**src/rtl/board_row_server_if.sv**
```systemverilog
// Row-fetch and cell-write bundle between the colour mapper / game logic
// (master) and the board row server (slave).
interface board_row_server_if #(
  parameter int BOARD_WIDTH = 10,
  parameter int CELL_W      = 16
);
  logic              LD_Row;
  logic [7:0]        rowNum;
  logic [CELL_W-1:0] Row [BOARD_WIDTH];
  logic              rowReady;
  logic              busy;
  logic              wr_en;
  logic [4:0]        wr_row;
  logic [3:0]        wr_col;
  logic [CELL_W-1:0] wr_data;

  modport master (
    output LD_Row, rowNum, wr_en, wr_row, wr_col, wr_data,
    input  Row, rowReady, busy
  );

  modport slave (
    input  LD_Row, rowNum, wr_en, wr_row, wr_col, wr_data,
    output Row, rowReady, busy
  );
endinterface

```
**src/rtl/board_row_server.sv**
```systemverilog
// Board cell memory with atomic row fetch into Row[] for the colour mapper.
// Optional BOARD_CLEAR_EN: after reset, sweep EMPTY_COLOR into every cell.
module board_row_server #(
  parameter int                BOARD_WIDTH  = 10,
  parameter int                BOARD_HEIGHT = 20,
  parameter int                CELL_W       = 16,
  parameter logic [CELL_W-1:0] EMPTY_COLOR  = 16'h0000
) (
  input  logic               clk,
  input  logic               reset_n,
  board_row_server_if.slave  bus
);

  localparam int                 COL_W     = $clog2(BOARD_WIDTH);
  localparam int                 ROW_AW    = $clog2(BOARD_HEIGHT);
  localparam logic [COL_W-1:0]   COL_ZERO  = '0;
  localparam logic [COL_W-1:0]   COL_ONE   = COL_W'(1);
  localparam logic [COL_W-1:0]   COL_LAST  = COL_W'(BOARD_WIDTH - 1);
  localparam logic [7:0]         HEIGHT_8  = 8'(BOARD_HEIGHT);
  localparam logic [4:0]         HEIGHT_5  = 5'(BOARD_HEIGHT);
  localparam logic [3:0]         WIDTH_4   = 4'(BOARD_WIDTH);

  typedef enum logic [1:0] {S_IDLE, S_READ, S_DRAIN, S_CLEAR} state_e;

  state_e            state_q, state_d;
  logic [7:0]        req_row_q, req_row_d;
  logic [COL_W-1:0]  col_q, col_d;
  logic              pend_q, pend_d;
  logic [7:0]        pend_row_q, pend_row_d;
  logic [CELL_W-1:0] shadow_q [BOARD_WIDTH];
  logic [CELL_W-1:0] shadow_d [BOARD_WIDTH];
  logic [CELL_W-1:0] row_q [BOARD_WIDTH];
  logic [CELL_W-1:0] row_d [BOARD_WIDTH];
  logic [CELL_W-1:0] rd_data_q, rd_data_d;
  logic              rdy_q, rdy_d;
  logic              busy_q, busy_d;
`ifdef BOARD_CLEAR_EN
  localparam logic [ROW_AW-1:0] ROW_LAST = ROW_AW'(BOARD_HEIGHT - 1);
  localparam logic [ROW_AW-1:0] ROW_ONE  = ROW_AW'(1);
  logic [ROW_AW-1:0] clr_row_q, clr_row_d;
  logic [COL_W-1:0]  clr_col_q, clr_col_d;
`endif

  logic [CELL_W-1:0] mem_q [BOARD_HEIGHT][BOARD_WIDTH];
  logic              mem_we_s;
  logic [ROW_AW-1:0] mem_row_s;
  logic [COL_W-1:0]  mem_col_s;
  logic [CELL_W-1:0] mem_wdata_s;
  logic              rd_oor_s;

  assign rd_oor_s     = (req_row_q >= HEIGHT_8);
  assign bus.Row      = row_q;
  assign bus.rowReady = rdy_q;
  assign bus.busy     = busy_q;

  always_ff @(posedge clk) begin
    if (!reset_n) begin
`ifdef BOARD_CLEAR_EN
      state_q   <= S_CLEAR;
      busy_q    <= 1'b1;
      clr_row_q <= '0;
      clr_col_q <= '0;
`else
      state_q   <= S_IDLE;
      busy_q    <= 1'b0;
`endif
      req_row_q  <= 8'h00;
      col_q      <= '0;
      pend_q     <= 1'b0;
      pend_row_q <= 8'h00;
      rd_data_q  <= '0;
      rdy_q      <= 1'b0;
      for (int i = 0; i < BOARD_WIDTH; i++) begin
        shadow_q[i] <= '0;
        row_q[i]    <= '0;
      end
    end else begin
      state_q    <= state_d;
      busy_q     <= busy_d;
      req_row_q  <= req_row_d;
      col_q      <= col_d;
      pend_q     <= pend_d;
      pend_row_q <= pend_row_d;
      rd_data_q  <= rd_data_d;
      rdy_q      <= rdy_d;
      shadow_q   <= shadow_d;
      row_q      <= row_d;
`ifdef BOARD_CLEAR_EN
      clr_row_q  <= clr_row_d;
      clr_col_q  <= clr_col_d;
`endif
    end
  end

  // Reads are registered from mem_q in the same edge a write lands, so a
  // same-address collision returns the old word.
  always_ff @(posedge clk) begin
    if (reset_n && mem_we_s) begin
      mem_q[mem_row_s][mem_col_s] <= mem_wdata_s;
    end
  end

  always_comb begin
    state_d    = state_q;
    req_row_d  = req_row_q;
    col_d      = col_q;
    pend_d     = pend_q;
    pend_row_d = pend_row_q;
    shadow_d   = shadow_q;
    row_d      = row_q;
    rd_data_d  = rd_data_q;
    rdy_d      = 1'b0;
`ifdef BOARD_CLEAR_EN
    clr_row_d  = clr_row_q;
    clr_col_d  = clr_col_q;
`endif
    case (state_q)
      S_IDLE: begin
        if (bus.LD_Row) begin
          req_row_d = bus.rowNum;
          col_d     = COL_ZERO;
          state_d   = S_READ;
        end else begin
          state_d   = S_IDLE;
        end
      end
      S_READ: begin
        if (bus.LD_Row) begin
          pend_d     = 1'b1;
          pend_row_d = bus.rowNum;
        end else begin
          pend_d     = pend_q;
        end
        rd_data_d = rd_oor_s ? EMPTY_COLOR : mem_q[req_row_q[ROW_AW-1:0]][col_q];
        if (col_q != COL_ZERO) begin
          shadow_d[col_q - COL_ONE] = rd_data_q;
        end else begin
          shadow_d = shadow_q;
        end
        if (col_q == COL_LAST) begin
          state_d = S_DRAIN;
        end else begin
          col_d   = col_q + COL_ONE;
        end
      end
      S_DRAIN: begin
        // Whole row lands in one edge; last cell comes straight from the read register.
        for (int i = 0; i < BOARD_WIDTH - 1; i++) begin
          row_d[i] = shadow_q[i];
        end
        row_d[BOARD_WIDTH-1] = rd_data_q;
        rdy_d = 1'b1;
        if (bus.LD_Row) begin
          req_row_d = bus.rowNum;
          col_d     = COL_ZERO;
          pend_d    = 1'b0;
          state_d   = S_READ;
        end else if (pend_q) begin
          req_row_d = pend_row_q;
          col_d     = COL_ZERO;
          pend_d    = 1'b0;
          state_d   = S_READ;
        end else begin
          state_d   = S_IDLE;
        end
      end
      S_CLEAR: begin
`ifdef BOARD_CLEAR_EN
        if (bus.LD_Row) begin
          pend_d     = 1'b1;
          pend_row_d = bus.rowNum;
        end else begin
          pend_d     = pend_q;
        end
        if (clr_col_q != COL_LAST) begin
          clr_col_d = clr_col_q + COL_ONE;
        end else if (clr_row_q != ROW_LAST) begin
          clr_col_d = COL_ZERO;
          clr_row_d = clr_row_q + ROW_ONE;
        end else if (pend_d) begin
          req_row_d = pend_row_d;
          col_d     = COL_ZERO;
          pend_d    = 1'b0;
          state_d   = S_READ;
        end else begin
          state_d   = S_IDLE;
        end
`else
        state_d = S_IDLE;
`endif
      end
      default: begin
        state_d = S_IDLE;
      end
    endcase
    busy_d = (state_d != S_IDLE);
  end

  always_comb begin
    mem_we_s    = 1'b0;
    mem_row_s   = ROW_AW'(bus.wr_row);
    mem_col_s   = COL_W'(bus.wr_col);
    mem_wdata_s = bus.wr_data;
`ifdef BOARD_CLEAR_EN
    if (state_q == S_CLEAR) begin
      mem_we_s    = 1'b1;
      mem_row_s   = clr_row_q;
      mem_col_s   = clr_col_q;
      mem_wdata_s = EMPTY_COLOR;
    end else if (bus.wr_en && (bus.wr_row < HEIGHT_5) && (bus.wr_col < WIDTH_4)) begin
      mem_we_s    = 1'b1;
    end else begin
      mem_we_s    = 1'b0;
    end
`else
    if (bus.wr_en && (bus.wr_row < HEIGHT_5) && (bus.wr_col < WIDTH_4)) begin
      mem_we_s = 1'b1;
    end else begin
      mem_we_s = 1'b0;
    end
`endif
  end

endmodule

```
**src/flat_wrapper.sv**
```systemverilog
// flat-port wrapper written by rule: the top's interface ports become plain ports
module board_row_server_flat 
#(
  parameter int                BOARD_WIDTH  = 10,
  parameter int                BOARD_HEIGHT = 20,
  parameter int                CELL_W       = 16,
  parameter logic [CELL_W-1:0] EMPTY_COLOR  = 16'h0000
)
  (clk, reset_n, bus_LD_Row, bus_rowNum, bus_wr_en, bus_wr_row, bus_wr_col, bus_wr_data, bus_Row, bus_rowReady, bus_busy);
  board_row_server_if #(.BOARD_WIDTH(BOARD_WIDTH), .CELL_W(CELL_W)) bus_i ();
  input  logic clk;
  input  logic reset_n;
  input wire logic [$bits(bus_i.LD_Row)-1:0] bus_LD_Row;
  input wire logic [$bits(bus_i.rowNum)-1:0] bus_rowNum;
  input wire logic [$bits(bus_i.wr_en)-1:0] bus_wr_en;
  input wire logic [$bits(bus_i.wr_row)-1:0] bus_wr_row;
  input wire logic [$bits(bus_i.wr_col)-1:0] bus_wr_col;
  input wire logic [$bits(bus_i.wr_data)-1:0] bus_wr_data;
  output wire logic [$bits(bus_i.Row)-1:0] bus_Row;
  output wire logic [$bits(bus_i.rowReady)-1:0] bus_rowReady;
  output wire logic [$bits(bus_i.busy)-1:0] bus_busy;
  assign bus_i.LD_Row = bus_LD_Row;
  assign bus_i.rowNum = bus_rowNum;
  assign bus_i.wr_en = bus_wr_en;
  assign bus_i.wr_row = bus_wr_row;
  assign bus_i.wr_col = bus_wr_col;
  assign bus_i.wr_data = bus_wr_data;
  assign bus_Row = {>>{bus_i.Row}};
  assign bus_rowReady = bus_i.rowReady;
  assign bus_busy = bus_i.busy;
  board_row_server #(.BOARD_WIDTH(BOARD_WIDTH), .BOARD_HEIGHT(BOARD_HEIGHT), .CELL_W(CELL_W), .EMPTY_COLOR(EMPTY_COLOR)) u_core (.clk(clk), .reset_n(reset_n), .bus(bus_i));
endmodule
```
**config.mk**
```make
export PLATFORM = sky130hd
export DESIGN_NAME = board_row_server_flat
export DESIGN_NICKNAME = d
export VERILOG_FILES = /design/src/rtl/board_row_server_if.sv /design/src/rtl/board_row_server.sv /design/src/flat_wrapper.sv
export SDC_FILE = /design/constraint.sdc
export NUM_CORES = 2
export LEC_CHECK = 0
export ABC_AREA = 1
export CAP_MARGIN = 5
export CORE_ASPECT_RATIO = 0.75
export CORE_MARGIN = 8
export CORE_UTILIZATION = 24
export CTS_CLUSTER_DIAMETER = 100
export DETAILED_ROUTE_END_ITERATION = 12
export GPL_TIMING_DRIVEN = 0
export PLACE_DENSITY = 0.46
export REMOVE_ABC_BUFFERS = 1
export SYNTH_ARGS = -nofsm -noshare
export SYNTH_HDL_FRONTEND = slang
export SYNTH_SLANG_ARGS = --single-unit
```
**constraint.sdc**
```tcl
create_clock -name clk -period 3.8 [get_ports clk]
set_input_delay 0.76 -clock clk [delete_from_list [all_inputs] [get_ports clk]]
set_output_delay 0.76 -clock clk [all_outputs]
set_load 0.1 [all_outputs]
```
After elaboration in Yosys (flattened, before gate mapping)
Memories as Yosys holds them, arrays and structs flattened. A register that Yosys moved wholly into a read port is not among the register bits. Cells that the tools add are included.

Reductions and logical operators: 16. Bitwise logic cells: 3. Order comparisons: 8. Add/subtract/negate cells: 2. Mux-type cells: 31. Equal/unequal tests: 8.

Operators with widths (number): 160-bit bitwise mux (1); 160-bit two-way mux (1); 16-bit demux with 4-bit select (2); 16-bit two-way mux (5); 16-bit binary-select mux with 4-bit select (1); 8-bit two-way mux (3); 4-bit two-way mux (4); 8-bit case mux with 2 select lines (1); 5-bit greater-or-equal comparator, second input constant (3); 4-bit inverter with 5-bit output (3); 4-bit case mux with 3 select lines (1); 5-bit by 1-bit < comparator with 1-bit output, second input constant (2); 5-bit two-way mux (2); 8-bit by 5-bit greater-or-equal comparator with 1-bit output, second input constant (1); 2-bit case mux with 4 select lines (1); 1-bit two-way mux (6); 2-bit != test, second input constant (3); 2-bit AND reduction (3); 2-bit nonzero test (3); 1-bit logical AND (5); 5-bit < comparator, second input constant (1); 4-bit by 1-bit adder with 4-bit output, second input constant (1); 2-bit == test, second input constant (2); 4-bit == test, second input constant (1); other kinds (11) (12).

Bits in writable memories: 3200. Logic and storage cells: 97. Register bits after elaboration: 361. Memories: 1.

Memory list: u_core.mem_q (depth 20, bits a word 160, read ports 1, clocked after memory_dff 1, wr ports 1, line board_row_server.sv:44) `logic [CELL_W-1:0] mem_q [BOARD_HEIGHT][BOARD_WIDTH];`.

Depth between registers and ports, before layout
Depth after elaboration: 7. Mapped depth: 20. Depth with buffers taken out: 17.

Worst setup path before layout
No wires, ideal clock.

Path kind: flip-flop to flip-flop. From: register u_core.col_q[0]. To: register u_core.shadow_q[117] (netlist name). Arrival: 2.762 ns. Buffers on the path: 5. Setup slack: 0.973 ns. Period minus slack after synthesis: 2.827 ns. Stages on the path, launching flop included: 15. Cells stage by stage: dfxtp_1 -> buf_2 -> inv_1 -> clkbuf_1 -> buf_2 -> buf_1 -> ha_1 -> xnor2_1 -> inv_1 -> nor2_1 -> inv_2 -> nor3_2 -> clkbuf_1 -> o21ai_0 -> nor2_1.

Cells in the longest elaborated chain, start to end: 7.

Ends and longest elaborated chain: from (decl) (line board_row_server.sv:27) `logic [COL_W-1:0] col_q, col_d;`; from (signal assigned) (line board_row_server.sv:81) `col_q <= col_d;`; 4-bit by 1-bit subtractor with 4-bit output (line board_row_server.sv:136) `shadow_d[col_q - COL_ONE] = rd_data_q;`; 4-bit inverter with 5-bit output (implied by the code) (line board_row_server.sv:136); 5-bit greater-or-equal comparator (implied by the code) or 5-bit by 1-bit < comparator with 1-bit output (tied branches) (line board_row_server.sv:136); 1-bit logical AND (implied by the code) (line board_row_server.sv:136); 16-bit two-way mux (implied by the code) (line board_row_server.sv:136); 16-bit demux with 4-bit select (line board_row_server.sv:136); 160-bit bitwise mux (line board_row_server.sv:136); to (signal assigned) (line board_row_server.sv:86) `shadow_q <= shadow_d;`; to (decl) (line board_row_server.sv:30) `logic [CELL_W-1:0] shadow_q [BOARD_WIDTH];`.

Parallel ways exist; a longest one is shown, timed or not. A chain may end at the register's enable or synchronous reset.

==> flow_summary.toml <==
[grt]
grt-ovfl-total = 0
grt_usage_pct = 14.5
grt_max_degree = 167
antenna_found_initial = 33
grt_pass1_vias = 86232
grt_pass1_wl_mm = 661

[outcome]
outcome = "finished, final reports clean"

[setup_path]
crit_top_cell = "nand2_1"
crit_type = "reg -> reg"
arrival_ns = 4.57
cp-end-kind = "register"
cp_max_fo = 58
cpPeakStageDelay_ns = 0.37
crit_family = "simple AND/OR/NAND/NOR gates"
startpoint_type = "register"
required_ns = 4.58
cp_num_buf_inv = 5
cp_cell_sequence = "buf_16, buf_16, buf_16, clkinv_16, buf_16, nand3_1, nand2_1, nand2_1, nand3_2, nor2_2, nand2_1, nand2_2, nand2_1, nand2_1, a21oi_1"
slowest_stage = "dfxtp_4"

[sta]
fin_crit_ns = 3.79
finClkSkew_ns = 0.0591
slew_headroom_pct = 24.6
hold_viol_final = 0
fin_ws_ns = 0.0135
post-route-period-util_pct = 99.6
setup_viol_count_final = 0
fmax_ghz = 0.264
whs_ns = 0.152
finalMaxSlewViolations = 0
tightest_slew_ns = 1.13
rsz0062_at_grt = "yes"

[yosys]
synth_xor_area_share_pct = 0.0124
yosys_warnings = 0
synth_top_family_by_area = "simple AND/OR/NAND/NOR gates"
synth_area_per_cell_um2 = 12.0
ys_seq_elements = 3550
synth_compound_area_share_pct = 8.51
yosys.area_share.adder_pct = 0.0622
yosysUniqueCellTypes = 35
synthesis.area_um2 = 141000
synth_mux_area_share_pct = 0.0711
syn-instance-count = 11776
synthSimpleGateAreaFrac_pct = 14.7
synth_seq_area_share_pct = 73.2

[floorplanning]
die_h_um = 679
num_rows = 243
die-area_um2 = 612000
die_x_um = 900
start_util_pct = 24.1
core-area_um2 = 584000
io-pin-count = 199

[route]
post_drt_wl_per_cell_um = 23.6
via_per_inst = 4.64
first_pass_iters = 6
wl_mm = 473
drc = 0
antenna_left = 0
num_vias = 93182
drt-initial-drc-count = 10023

[power]
p_per_area_nw_per_um2 = 509
ir_worst_vdd_mv = 0.392
leakage_nw = 57.2
finalPower_w = 0.0865

[finish]
fin_nets = 11985
nFillCells = 59482
drive_gt1_share_pct = 10.4
stdcell_count = 20062
final_cell_mix = "3200 x edfxtp_1, 1901 x nor2_1, 1806 x nand2_1"
fin_util_pct = 29.1
syn_to_final_growth_pct = 20.7
layout_commonest_cell = "edfxtp_1"

[placed_design]
pre_cts_ws_ns = -1.94
hpwlAfterDp_mm = 258
port_buffers = 198
dp.cells = 19328
globalplace.congestion = 0.734

[clocking]
worstSkewPairLatency_ns = 0.93
root_buffer = "clkbuf_16"
cts_max_level = 5
cts_hold_buf = 0
cts_buffers = 346
cts_tree = "built"
clk_pin_slew_ns = 0.06
ctsLongestPathBuffers = 4
cts.sinks = 3550

[worst_hold_path]
min_path_type = "in -> reg"

[run]
maxCapViolCount = 0
## logic make-up (layout without fill, tap and decap cells)
logic type | Yosys count | after routing
multiplexers | 10 | 10
flip-flops | 3550 | 3550
buffers and inverters | 996 | 1428
AO/OA/AOI/OAI | 2102 | 2102
other | 0 | 14
XOR/XNOR | 2 | 2
AND/OR/NAND/NOR | 5109 | 5109
adder cells (fa/ha/maj) | 7 | 7
## synth_stat cells, drive strengths merged
| cell type | n | area share (%) |
|---|---|---|
| clkbuf | 330 | 0.88 |
| o211ai | 327 | 1.7 |
| a31oi | 14 | 0.062 |
| nor3 | 13 | 0.068 |
| mux2i | 10 | 0.071 |
| edfxtp | 3200 | 68 |
| nand3 | 1125 | 4.0 |
| o21bai | 3 | 0.016 |
| nor2 | 2119 | 5.7 |
| o22ai | 78 | 0.35 |
| ha | 7 | 0.062 |
| o31ai | 2 | 0.011 |
| a21oi | 170 | 0.61 |
| xnor2 | 1 | 0.0062 |
| inv | 167 | 0.45 |
| clkinv | 5 | 0.013 |
| o21ai | 1370 | 4.9 |
| a21boi | 1 | 0.0053 |
| buf | 494 | 2.1 |
| xor2 | 1 | 0.0062 |
| or2 | 1 | 0.0044 |
| nor4 | 2 | 0.0089 |
| nand2 | 1845 | 4.9 |
| dfxtp | 350 | 5.0 |
| nand4 | 4 | 0.018 |
| o221ai | 137 | 0.85 |
## per-layer routing
metal / global-route usage (%) / vias to the layer above / part of all wire [%]
met5: 0 / - / 0.0034
met4: 3.27 / 2 / 2.2
met3: 2.46 / 585 / 6.8
met2: 21.7 / 2935 / 44
met1: 21.7 / 47202 / 47
li1: - / 42458 / -
## report_power, final
group / internal [W] / total (W) / switching [W]
clock: 0.0193 / 0.0347 / 0.0154
combinational: 0.00261 / 0.00913 / 0.00651
sequential: 0.0425 / 0.0427 / 0.000147
total: 0.0645 / 0.0865 / 0.0220
## layout make-up
| type | instances | area, µm² | area share [%] |
|---|---|---|---|
| multi-input cells | 7230 | 33900 | 19.9 |
| well taps | 7840 | 9810 | 5.77 |
| flip-flops and latches | 3550 | 103000 | 60.7 |
| clock buffers | 427 | 9210 | 5.42 |
| diodes | 14 | 35.0 | 0.0206 |
| clock inverters | 188 | 1800 | 1.06 |
| repair inverters | 3 | 36.3 | 0.0213 |
| inverters | 172 | 776 | 0.456 |
| repair buffers | 638 | 11300 | 6.66 |
## worst paths after layout
check	start	endpoint	slack [ns]	depth (start not counted)
max	register	u_core.rd_data_q[1]	0.01	15
min	bus_wr_data[5]	u_core.mem_q[13][101]	0.15	1
max reg2reg	register	u_core.rd_data_q[1]	0.01	15
min reg2reg	u_core.pend_row_q[3]	u_core.pend_row_q[3]	0.46	2
## what timing repair did
| action | in CTS | in global routing |
|---|---|---|
| cloned | 47 | 26 |
| endpoints found under the setup margin | 691 | 293 |
| setup buffers | 17 | 16 |
| resized for setup | 99 | 27 |
| pin swaps | 8 | 7 |
## sequential cells by signal (all words and copies together) (netlist names), named ones only
register / flops
u_core.pend_row_q: 8
u_core.rd_data_q: 16
u_core.state_q: 2
u_core.pend_q: 1
u_core.bus.rowReady: 1
u_core.shadow_q: 144
u_core.bus.Row: 160
u_core.bus.busy: 1
u_core.req_row_q: 8
u_core.mem_q: 3200
u_core.col_q: 4
## through the flow
step                area (µm²)  setup TNS, ns
floorplan               137000       -2780.64
global placement        148000              -
detailed placement      156000       -2316.64
CTS                     169000        -0.0499
global route            170000          -7.10
finish                  170000              0
(Power assumes the default switching activity.)
